File: config.mk
export PLATFORM = sky130hd
export DESIGN_NAME = reg_dump_controller
export DESIGN_NICKNAME = d
export VERILOG_FILES = /design/src/rtl/reg_dump_controller.sv
export SDC_FILE = /design/constraint.sdc
export NUM_CORES = 1
export LEC_CHECK = 0
export CORE_UTILIZATION = 41
export CTS_CLUSTER_SIZE = 30
export DETAILED_ROUTE_END_ITERATION = 10
export HOLD_SLACK_MARGIN = 0.08
export PLACE_DENSITY = 0.91
export SYNTH_ARGS = -nofsm -noshare
export SYNTH_HDL_FRONTEND = slang
export SYNTH_SLANG_ARGS = --single-unit
File: constraint.sdc
create_clock -name clk -period 2.1 [get_ports clk]
set_input_delay 0.525 -clock clk [delete_from_list [all_inputs] [get_ports clk]]
set_output_delay 0.525 -clock clk [all_outputs]
set_load 0.01 [all_outputs]
File: src/rtl/reg_dump_controller.sv
// reg_dump_controller: walks core debug registers START_REG..END_REG and
// streams each one out as a valid/ready beat (index + value).
// Optional feature macro REG_DUMP_CHECKSUM_EN: appends one XOR checksum
// beat after the last register and moves out_last onto that beat.
module reg_dump_controller #(
    parameter int START_REG = 0,
    parameter int END_REG   = 31
) (
    input  logic        clk,
    input  logic        reset,
    input  logic        start,
    input  logic        abort,
    output logic [4:0]  dbg_reg_addr,
    input  logic [31:0] dbg_reg_data,
    output logic        out_valid,
    input  logic        out_ready,
    output logic [4:0]  out_addr,
    output logic [31:0] out_data,
    output logic        out_last,
    output logic        busy,
    output logic        done
);

    localparam logic [4:0] START_IDX = 5'(START_REG);
    localparam logic [4:0] END_IDX   = 5'(END_REG);

    // Reject ranges the 5-bit index cannot walk forward through.
    generate
        if (START_REG < 0 || END_REG > 31 || START_REG > END_REG) begin : g_bad_range
            $error("reg_dump_controller: need 0 <= START_REG <= END_REG <= 31");
        end
    endgenerate

`ifdef REG_DUMP_CHECKSUM_EN
    typedef enum logic [2:0] {IDLE, READ, HOLD, CHK, DONE} state_t;
`else
    typedef enum logic [1:0] {IDLE, READ, HOLD, DONE} state_t;
`endif

    state_t     state, nxt;
    logic [4:0] idx;
    logic       hs;
    logic       at_end;
    logic       go;

    assign hs     = out_valid & out_ready;
    assign at_end = (idx == END_IDX);
    assign go     = (state == IDLE) & start & ~abort;

    // Read address comes straight from the index flop, so it never glitches.
    assign dbg_reg_addr = idx;

    // State register.
    always_ff @(posedge clk or posedge reset) begin
        if (reset) state <= IDLE;
        else       state <= nxt;
    end

    // Next-state and state-decoded outputs; abort overrides everything.
    always_comb begin
        nxt       = state;
        out_valid = 1'b0;
        out_last  = 1'b0;
        busy      = (state != IDLE);
        done      = 1'b0;
        case (state)
            IDLE: if (start) nxt = READ;
            READ: nxt = HOLD;
            HOLD: begin
                out_valid = 1'b1;
`ifdef REG_DUMP_CHECKSUM_EN
                if (hs) nxt = at_end ? CHK : READ;
`else
                out_last = at_end;
                if (hs) nxt = at_end ? DONE : READ;
`endif
            end
`ifdef REG_DUMP_CHECKSUM_EN
            CHK: begin
                out_valid = 1'b1;
                out_last  = 1'b1;
                if (hs) nxt = DONE;
            end
`endif
            DONE: begin
                done = 1'b1;
                nxt  = IDLE;
            end
            default: nxt = IDLE;
        endcase
        if (abort) nxt = IDLE;
    end

    // Index counter: loaded on start, bumped only after a beat is accepted
    // and only below END_REG, so it never wraps.
    always_ff @(posedge clk or posedge reset) begin
        if (reset)
            idx <= START_IDX;
        else if (go)
            idx <= START_IDX;
        else if (state == HOLD && hs && !at_end && !abort)
            idx <= idx + 5'd1;
    end

`ifdef REG_DUMP_CHECKSUM_EN
    logic [31:0] csum;

    // Running XOR of every register value captured during this dump.
    always_ff @(posedge clk or posedge reset) begin
        if (reset)
            csum <= '0;
        else if (go)
            csum <= '0;
        else if (state == READ && !abort)
            csum <= csum ^ dbg_reg_data;
    end
`endif

    // Beat payload: captured in READ, held through HOLD; in the checksum
    // build the final register handshake swaps in the XOR for the CHK beat.
    always_ff @(posedge clk or posedge reset) begin
        if (reset) begin
            out_addr <= '0;
            out_data <= '0;
        end else if (state == READ && !abort) begin
            out_addr <= idx;
            out_data <= dbg_reg_data;
        end
`ifdef REG_DUMP_CHECKSUM_EN
        else if (state == HOLD && hs && at_end && !abort) begin
            out_data <= csum;
        end
`endif
    end

endmodule
; ---- After elaboration in Yosys (flattened, before gate mapping)
; Index checks and enable logic that the tools add are counted.
[op_classes]
n_eq_ne = 6
n_reduce_logical = 10
n_bitwise = 4
muxes = 10
addsub = 1
[op_table]
columns = operator, count
row1 = $mux W5, 2
row2 = $mux W2, 4
row3 = $pmux W2 S4, 1
row4 = $ne A3 B3 Y1 const B, 2
row5 = $add A5 B1 Y5 const B, 1
row6 = $eq A5 B5 Y1 const B, 1
row7 = $eq A2 B2 Y1 const B, 2
row8 = $logic_and A1 B1 Y1, 4
row9 = $reduce_bool A2 Y1, 2
row10 = $and A1 B1 Y1, 3
row11 = $mux W1, 3
row12 = $eq A2 B1 Y1 const B, 1
row13 = $logic_not A1 Y1, 2
row14 = $logic_not A2 Y1, 1
row15 = $reduce_and A2 Y1, 1
row16 = $not A1 Y1, 1
[word_totals]
output_inout_bits = 46
elab_cells = 35
reg_bits = 44
inputBits = 37

; ---- Logic depth before layout (Yosys ltp)
[depth]
depth_word = 8
ltp_mapped = 6
mapped_depth_nobuf = 6

; ---- Worst setup path after synthesis
; Ideal clock, no wire load.
[synth_path]
path_type = reg-to-reg
from = reg idx[0] (netlist: dbg_reg_addr[0])
to = reg idx[3] (netlist: dbg_reg_addr[3])
period_less_slack_ns = 1.873
required_time_ns = 2.023
path_stages_with_launch = 7
t_arrival_ns = 1.795
slack_ns = 0.227
path_cell_list = dfrtp_1 ha_1 and3_1 ha_1 nand2b_1 or4_1 a21oi_1
[synth_via]
elab_chain_cells = 5
word_cells_on_any_way = 8
cone_classes = 1 x add/sub / 1 x eq/ne / 2 x mux / 4 x reduce/logical
[synth_lines]
columns = item, line
row1 = start: declaration, 41  ; logic [4:0] idx;
row2 = start signal: assignment, 102  ; idx <= idx + 5'd1;
row3 = branches (longest 5 deep; another with $add A5 B1 Y5), n/a
; Parallel ways; which one is timed is not known. The select of a mux whose other input is x is not followed.
; A chain may end at the register's enable or synchronous reset.

; ---- Worst setup path in the final report
[layout_path]
from = reg state[0]
to = out busy
[layout_via]
elab_chain_cells = 1
[layout_lines]
columns = item, line
row1 = start: declaration, 40  ; state_t state, nxt;
row2 = start signal: assignment, 56  ; else state <= nxt;
row3 = $reduce_bool A2 Y1, 64  ; busy = (state != IDLE);
row4 = end: declaration, 20  ; output logic busy,
; Every way passes these cells.

==> results.toml <==
[cts]
root_buffer = "clkbuf_8"
post_cts_buffers = 0
cts_hold_buf = 0
h-tree-depth = 2
insertion_delay_ps = 290
clockBufferDepth = 2
cts_buffers = 5
cts_sinks = 44
path_clk_slew_ps = 70
cts_tree = "yes"

[synth]
synth.distinct_cells = 24
synthDominantCellAreaShare_pct = 61.5
syn_area_sq_um = 1790
ys.warnings.count = 0
syn_nets = 156
ys_ff_latch = 44
syn_inst = 117
yosys.area_share.xor_xnor_pct = 0
syn_avg_cell_area_sq_um = 15.3
yosys.area_share.simple_pct = 8.18
yosysTopAreaCell = "dfrtp_1"
yosysSeqAreaShare_pct = 61.5
synth_top_family_by_area = "multiplexers"
synth-compound-area-share_pct = 1.40
synth.mux.area_fraction_pct = 25.6
synth_fa_ha_area_share_pct = 1.40
synth_area_leaders = "dfrtp_1 61%, mux2_1 23%, nor2b_1 1.7%"

[drt]
drtIter0Drc = 33
vias_per_cell = 4.90
drt-pass1-iter-count = 3
avgRoutedWirePerCell_um = 14.4
drc = 0
routed_wirelength_mm = 3.76
postRouteAntennaNets = 0
num_vias = 1278

[sta]
tightest_slew_ps = 229
max_freq_ghz = 0.488
worst_slack_ps = 49.8
rsz0062_at_grt = "false"
fin_crit_sh_pct = 97.6
final.min_clock_period_ps = 2050
final-max-slew-violation-count = 0
finalSetupViolations = 0
hold_slack_ps = 488
finalHoldViolations = 0
slew_headroom_pct = 84.7
skew_ps = 6.71
finalSetupTns_ps = 0

[setup_path]
cp_slowest_cell = "clkdlybuf4s50_1"
path_cells = "or2_2 > clkdlybuf4s50_1"
crit_arrival_ps = 1530
crit_path_end_kind = "output port"
cp-start-kind = "flip-flop"
reg2reg_slack_ps = 230
max_stage_delay_ps = 470
cp.required_ps = 1570
path_class = "flip-flop to output port"
path_max_fanout = 7

[cells_and_area]
n_antenna_cell = 0
register_area_sq_um = 1100
layoutNonFillerInstCount = 261
num-nets-final = 250
syn2layout_area_growth_pct = 58.4
nFillCells = 324
multi_input_area_sq_um = 668
drive_gt1_share_pct = 12.8

[pwr]
switching_share_pct = 26.3
intPower_mw = 1.81
peakVddDrop_uv = 622
p_clk_share_pct = 19.8
power_switching_mw = 0.647
seqPwrFrac_pct = 46.7
power.total_mw = 2.46
power_density_nw_per_um2 = 866
power_leakage_nw = 1.24
combPwrFrac_pct = 33.5

[place]
hpwl_mm = 2.80
dp_slack_ps = 14.5
place_congestion = 0.772
dp.cells = 254
port-buffer-count = 82

[min_path]
hold_class = "flip-flop to flip-flop"

[run]
drv_cap = 0

[global_route]
grt_overflow = 0
grt_pass1_wl_mm = 5.65
grt_usage_pct = 16.9
grt_pass1_vias = 1323
grt_max_degree = 45
grt_antenna_before_repair = 0

[die]
row_count = 23
io-pin-count = 83
core_area_sq_um = 4090
start_util_pct = 43.8
die_h_um = 68.1
die_w_um = 68.1
dieArea_sq_um = 4640

[run_status]
status = "finished clean"
-- flip-flops by register name, summed over array words and instances (netlist names) --
signal and cells:
state 2, out_addr 5, out_data 32, dbg_reg_addr 5
-- synth_stat cells --
master and number:
a21o_1 1, a21oi_1 2, and2_1 1, and2_2 1, and3_1 1, buf_4 4, dfrtp_1 44, ha_1 2
inv_1 1, mux2_1 37, mux2_2 2, mux2i_1 2, nand2_1 1, nand2b_1 3, nand3_1 2, nor2_1 1
nor2b_1 5, nor2b_2 1, nor3b_2 1, nor4b_2 1, o31ai_1 1, or2_2 1, or3b_1 1, or4_1 1
-- cells in the final DEF (no fill, tap or decap), types with 2 or more instances in the layout --
cell and n:
clkbuf_8 5, dfrtp_1 43, buf_4 6, ha_2 2, nor2b_1 4, a21oi_1 2, mux2i_1 2, clkdlybuf4s50_1 81
nand3_1 2, nand2b_1 3, mux2_2 2, buf_12 3, mux2_1 37
-- routing by layer --
metal | vias to the layer above | global-route usage [%] | part of all wire, %
met5 | - | 0 | 0
met4 | 0 | 4.43 | 0.11
met3 | 2 | 8.33 | 10
met2 | 53 | 30.5 | 50
met1 | 627 | 17.2 | 40
li1 | 596 | - | -
-- critical path: cells and delay by family (launching register included) --
kind | cells | cell delay, ps
simple gates | 1 | 320
flops | 1 | 450
buf+inv | 1 | 470
-- per-stage QoR --
stage	util, %	area, sq um
3_5_place_dp	67.5	2760
6_report	69.4	2840
2_1_floorplan	-	1790
4_1_cts	69.3	2830
3_3_place_gp	67.5	2760
5_1_grt	69.4	2840
-- what timing repair did --
item                       in CTS  in global routing
pin swaps                       0                  0
resized for setup               5                  2
gates cloned                    0                  0
setup endpoints to repair       1                  2
-- worst paths after layout --
check / cells after the start / to / from
worst min-delay path: 1 / out_data[17]$_DFFE_PP0P_ / out_data[17]$_DFFE_PP0P_
min in group asynchronous: 3 / out_data[2]$_DFFE_PP0P_ / reset
max in group asynchronous: 3 / state[1]$_DFFE_PP0P_ / reset
worst max-delay path: 2 / busy / state[0]$_DFFE_PP0P_
worst max register to register: 6 / dbg_reg_addr[3]$_DFFE_PP0P_ / dbg_reg_addr[0]$_DFFE_PP0P_
worst min register to register: 1 / out_data[17]$_DFFE_PP0P_ / out_data[17]$_DFFE_PP0P_
-- kinds of logic (layout without fill, tap and decap cells) --
| logic type | count (synthesis) | count (layout) |
|---|---|---|
| flops | 44 | 44 |
| simple gates | 21 | 21 |
| compound gates | 4 | 4 |
| buf+inv | 5 | 99 |
| mux | 41 | 41 |
| fa+ha+maj | 2 | 2 |
-- power groups by stage --
stage | clock network [mW] | registers [mW] | logic, mW
2_1_floorplan | 0 | 1.26 | 0.186
3_3_place_gp | 0 | 1.15 | 0.815
3_5_place_dp | 0 | 1.16 | 0.834
4_1_cts | 0.510 | 1.15 | 0.838
5_1_grt | 0.533 | 1.17 | 0.889
6_report | 0.486 | 1.15 | 0.823
-- layout make-up --
class / count / area share [%]
Clock inverter: 1 / 0.177
Multi-Input combinational cell: 68 / 23.6
Timing Repair Buffer: 91 / 32.5
Clock buffer: 6 / 2.56
Sequential cell: 44 / 38.9
Inverter: 1 / 0.132
Tap cell: 50 / 2.21
No activity file was read; power rests on OpenSTA's default activity.
==> edit 1: new RTL, same flow settings <==
The parameter `START_REG` goes from 0 to 1.
--- a/src/rtl/reg_dump_controller.sv
+++ b/src/rtl/reg_dump_controller.sv
@@ -4,5 +4,5 @@
 // beat after the last register and moves out_last onto that beat.
 module reg_dump_controller #(
-    parameter int START_REG = 0,
+    parameter int START_REG = 1,
     parameter int END_REG   = 31
 ) (
Formal check against the unedited RTL: not equivalent (a bounded check fails within 4 cycles, from zero or initial values and one cycle with reset high).
==> edit 1 against the unedited design <==
Routed wire length increased by 4.5%. Critical path depth unchanged. Sequential cell count unchanged. Cell count increased by 1.1%. Setup slack got worse by 0.017 ns. Total power increased by 5.6%. Non-clock buffer count increased by 2. Maximum frequency decreased by 0.82%. Area after synthesis about the same. Final area increased by 1.5%.
==> edit 1: results <==
run_status:
  outcome: "finished, final reports clean"
clock_tree:
  htreeDepth: 2
  clk_pin_slew_worst_paths_ns: 0.08
yosys:
  synth-compound-area-share_pct: 1.40
  muxShareOfSynthArea_pct: 25.7
  yosysSeqAreaShare_pct: 61.6
  synthAdderAreaFrac_pct: 1.40
  synth_area_leaders: "dfrtp_1, mux2_1, nor2b_1, buf_4, dfstp_2"
  ys_types: 25
  synth_common_cells: "dfrtp_1, mux2_1, nor2b_1, buf_4"
grt:
  grt_max_degree: 23
  grt_pass1_wl_um: 6040
  grt_usage_pct: 18.5
routing:
  post_drt_wl_per_cell_um: 14.9
  first_pass_iters: 2
  route.vias.total: 1276
pwr:
  p_leak_uw: 0.00124
  ir_drop_v: 0.000499
cells_and_area:
  drive_gt1_share_pct: 16.4
  diodes: 0
  final_nets: 252
  fillers: 298
  fin_area_um2: 2880
critical_path:
  slowest_delay_ns: 0.49
  r2r_cells: 7
  r2r_start: "dbg_reg_addr[1]"
  r2r_slack_ns: 0.12
placed_design:
  routabilityCongestion: 0.708
  dpl.hpwl_um: 3010
  place_ws_ns: -0.0814
  dpl_cell_area_um2: 2750
sta:
  worst_slack_ns: 0.0329
  clock_skew_ns: 0.0104
  maxSlewHeadroom_pct: 69.4
min_path:
  whs_endpoint: "out_data[18]"
  hold_start: "out_data[18]"
==> edit 1: cells by family (layout without fill, tap and decap cells) <==
kind of cell | after synthesis | after routing
buffers and inverters | 5 | 102
adder cells (fa/ha/maj) | 2 | 2
multiplexers | 41 | 41
AO/OA/AOI/OAI | 4 | 4
AND/OR/NAND/NOR | 21 | 21
flip-flops | 44 | 44
==> edit 1: worst max-delay path by stage <==
| stage | depth (start not counted) | endpoint | from |
|---|---|---|---|
| after floorplan | 6 | dbg_reg_addr[3] | dbg_reg_addr[1] |
| after CTS | 2 | busy | state[0] |
| after global routing | 2 | busy | state[0] |
| after detailed placement | 5 | out_last | dbg_reg_addr[0] |
| after global placement | 5 | out_last | dbg_reg_addr[0] |
| final | 2 | busy | state[0] |
==> edit 1: layout make-up <==
type / count / share of cell area [%]
clock buffer: 6 / 2.87
clock inverter: 2 / 0.522
inverter: 1 / 0.130
multi-input combinational: 68 / 23.6
sequential: 44 / 38.4
tap: 50 / 2.17
timing repair buffer: 93 / 32.3
==> edit 1: worst reg2reg max path, delay by kind of cell, from the launching register on <==
| family | cells | cell delay, ns |
|---|---|---|
| and+or+nand+nor | 3 | 0.85 |
| DFF | 1 | 0.42 |
| adders and majority gates | 2 | 0.34 |
| AOI/OAI and AO/OA | 1 | 0.18 |
| buffers and inverters | 1 | 0.13 |
==> edit 1: timing repair <==
action                     CTS  global route
pin swaps                    0             1
setup endpoints to repair    2             1
setup buffers                1             0
gates resized for setup      6             5
hold endpoints to repair     0             0
==> edit 1: power breakdown <==
part	leakage [µW]	internal, µW	switching (µW)
Sequential	0.000535	1060	103
Combinational	0.000662	562	313
Clock	0.0000434	266	290
Total	0.00124	1890	706
==> edit 1: stage by stage <==
step | hold WS [ns] | cells
3_3_place_gp | 0.467 | 255
3_5_place_dp | 0.474 | 255
5_1_grt | 0.509 | 264
2_1_floorplan | 0.529 | 117
4_1_cts | 0.494 | 264
6_report | 0.490 | 264
==> edit 1: metal layers <==
metal	track usage, %	share of wire [%]
met5	0	0
met1	22.5	41
met3	7.17	7.1
met2	29.4	50
met4	7.03	1.6
==> edit 2: new RTL, same settings <==
Without the edit above. Put one more register stage on the output `dbg_reg_addr`. The value now appears one clock later. The other outputs are not delayed to match.
--- a/src/rtl/reg_dump_controller.sv
+++ b/src/rtl/reg_dump_controller.sv
@@ -49,5 +49,7 @@
 
     // Read address comes straight from the index flop, so it never glitches.
-    assign dbg_reg_addr = idx;
+    always_ff @(posedge clk) begin
+        dbg_reg_addr <= idx;
+    end
 
     // State register.
Check against the original RTL: not equivalent (Yosys sat finds a counterexample within 4 cycles, from zero or initial values and one cycle with reset high).
==> edit 2 against the unedited design <==
Setup slack gained 0.0031 ns. Sequential cell count rose by 5. Area after synthesis increased by 5.6%. Worst hold slack got worse by 0.037 ns. Final area is 5.9% higher. Routed wire length up 6.9%. Cell count is 3.4% higher. Total power up 16%.
==> edit 2: results <==
placed_design:
  dpl.hpwl_um: 2960
  dpl_cell_area_um2: 2860
  placement.io_buffers: 82
  routabilityCongestion: 0.810
clock_tree:
  htreeDepth: 2
  clk_pin_slew_worst_paths_ns: 0.09
  worstSkewPairLatency_ns: 0.29
  clk_path_buf_depth: 2
  cts_made_buffers: 5
  root_buffer: "clkbuf_8"
critical_path:
  r2r_slack_ns: 0.23
  r2r_start: "idx[0]"
  worstPathArrival_ns: 1.52
  timing.rr.end: "idx[3]"
  slowest_delay_ns: 0.39
  crit_fanout: 3
  crit_family: "flip-flops"
  slowest_stage: "dfrtp_1"
  r2r_cells: 6
yosys:
  synth_common_cells: "dfrtp_1, mux2_1, dfxtp_1, nor2b_1, buf_4"
  syn-num-nets: 161
  yosysSeqAreaShare_pct: 63.5
  ys_types: 25
  synth-warning-count: 0
  async_flop_share_pct: 89.8
  synth_flop_cell: "dfrtp_1"
  synth_area_leaders: "dfrtp_1, mux2_1, dfxtp_1, nor2b_1, buf_4"
min_path:
  hold_start: "idx[4]"
  hold_depth: 0
  worst_hold_path_type: "reg -> reg"
  whs_endpoint: "dbg_reg_addr[4]"
routing:
  post_drt_wl_per_cell_um: 14.9
  first_pass_iters: 3
  drtIter0Drc: 62
  route.vias.total: 1316
grt:
  antenna_found_initial: 0
  grt_max_degree: 29
  grt_usage_pct: 17.6
  grt_pass1_wl_um: 6750
  grt_pass1_vias: 1395
sta:
  worst_slew_pin_slew_ns: 0.382
  clock_skew_ns: 0.00380
pwr:
  ir_drop_v: 0.000392
  p_leak_uw: 0.00133
cells_and_area:
  largest_reg_flops: 32
  final_nets: 256
  drive_gt1_share_pct: 13.8
  regMostFlops: "out_data"
  diodes: 0
run_status:
  outcome: "finished, final reports clean"
==> edit 2: power breakdown <==
part           switching [µW]  internal (µW)  total (µW)
logic                     292            535         827
clock network             310            473         783
registers                97.2           1150        1240
==> edit 2: timing repair <==
action / CTS / global route
endpoints found under the setup margin: 1 / 2
resized for setup: 5 / 2
hold buffers: 0 / 0
setup buffers: 0 / 1
==> edit 2: how the worst max path moves through the flow <==
stage / start / end / slack (ns) / cells past startpoint
after floorplan: idx[0] / idx[3] / 0.28 / 6
after global placement: idx[0] / out_last / 0.03 / 5
after detailed placement: idx[0] / out_last / 0.01 / 5
after CTS: state[0] / busy / 0.006 / 2
after global routing: idx[0] / out_last / -0.005 / 5
final: idx[0] / out_last / 0.05 / 5
==> edit 2: cell type report <==
cell class                      count  area, µm²
Multi-Input combinational cell     68        666
Clock inverter                      3       65.1
Fill cell                         317       1380
Timing Repair Buffer               92        931
Sequential cell                    49       1200
Inverter                            1       3.75
Clock buffer                        5       68.8
Tap cell                           52       65.1
==> edit 2: cells by family (layout without fill, tap and decap cells) <==
logic type      count (synthesis)  count (layout)  synth area share [%]
flops                          49              49                  63.5
mux                            41              41                  24.3
simple gates                   21              21                  7.74
buf+inv                         5             101                  1.79
compound gates                  4               4                  1.32
fa+ha+maj                       2               2                  1.32
==> edit 2: per-stage QoR <==
| stage | setup WS (ns) | instances | power (µW) | hold slack [ns] |
|---|---|---|---|---|
| final | 0.0530 | 270 | 2850 | 0.451 |
| after global routing | -0.00451 | 270 | 2990 | 0.486 |
| after CTS | 0.00631 | 269 | 2890 | 0.461 |
| after detailed placement | 0.0108 | 261 | 2100 | 0.429 |
| after global placement | 0.0284 | 261 | 2070 | 0.431 |
| after floorplan | 0.277 | 122 | 1540 | 0.383 |
==> edit 2: per-layer routing <==
layer / track usage (%) / part of all wire, % / up-vias / wire, µm
li1: - / - / 621 / -
met1: 21.6 / 43 / 643 / 1730
met2: 29.3 / 49 / 48 / 1960
met3: 6.35 / 7.3 / 4 / 294
met4: 5.11 / 0.77 / 0 / 31
met5: 0 / 0 / - / 0
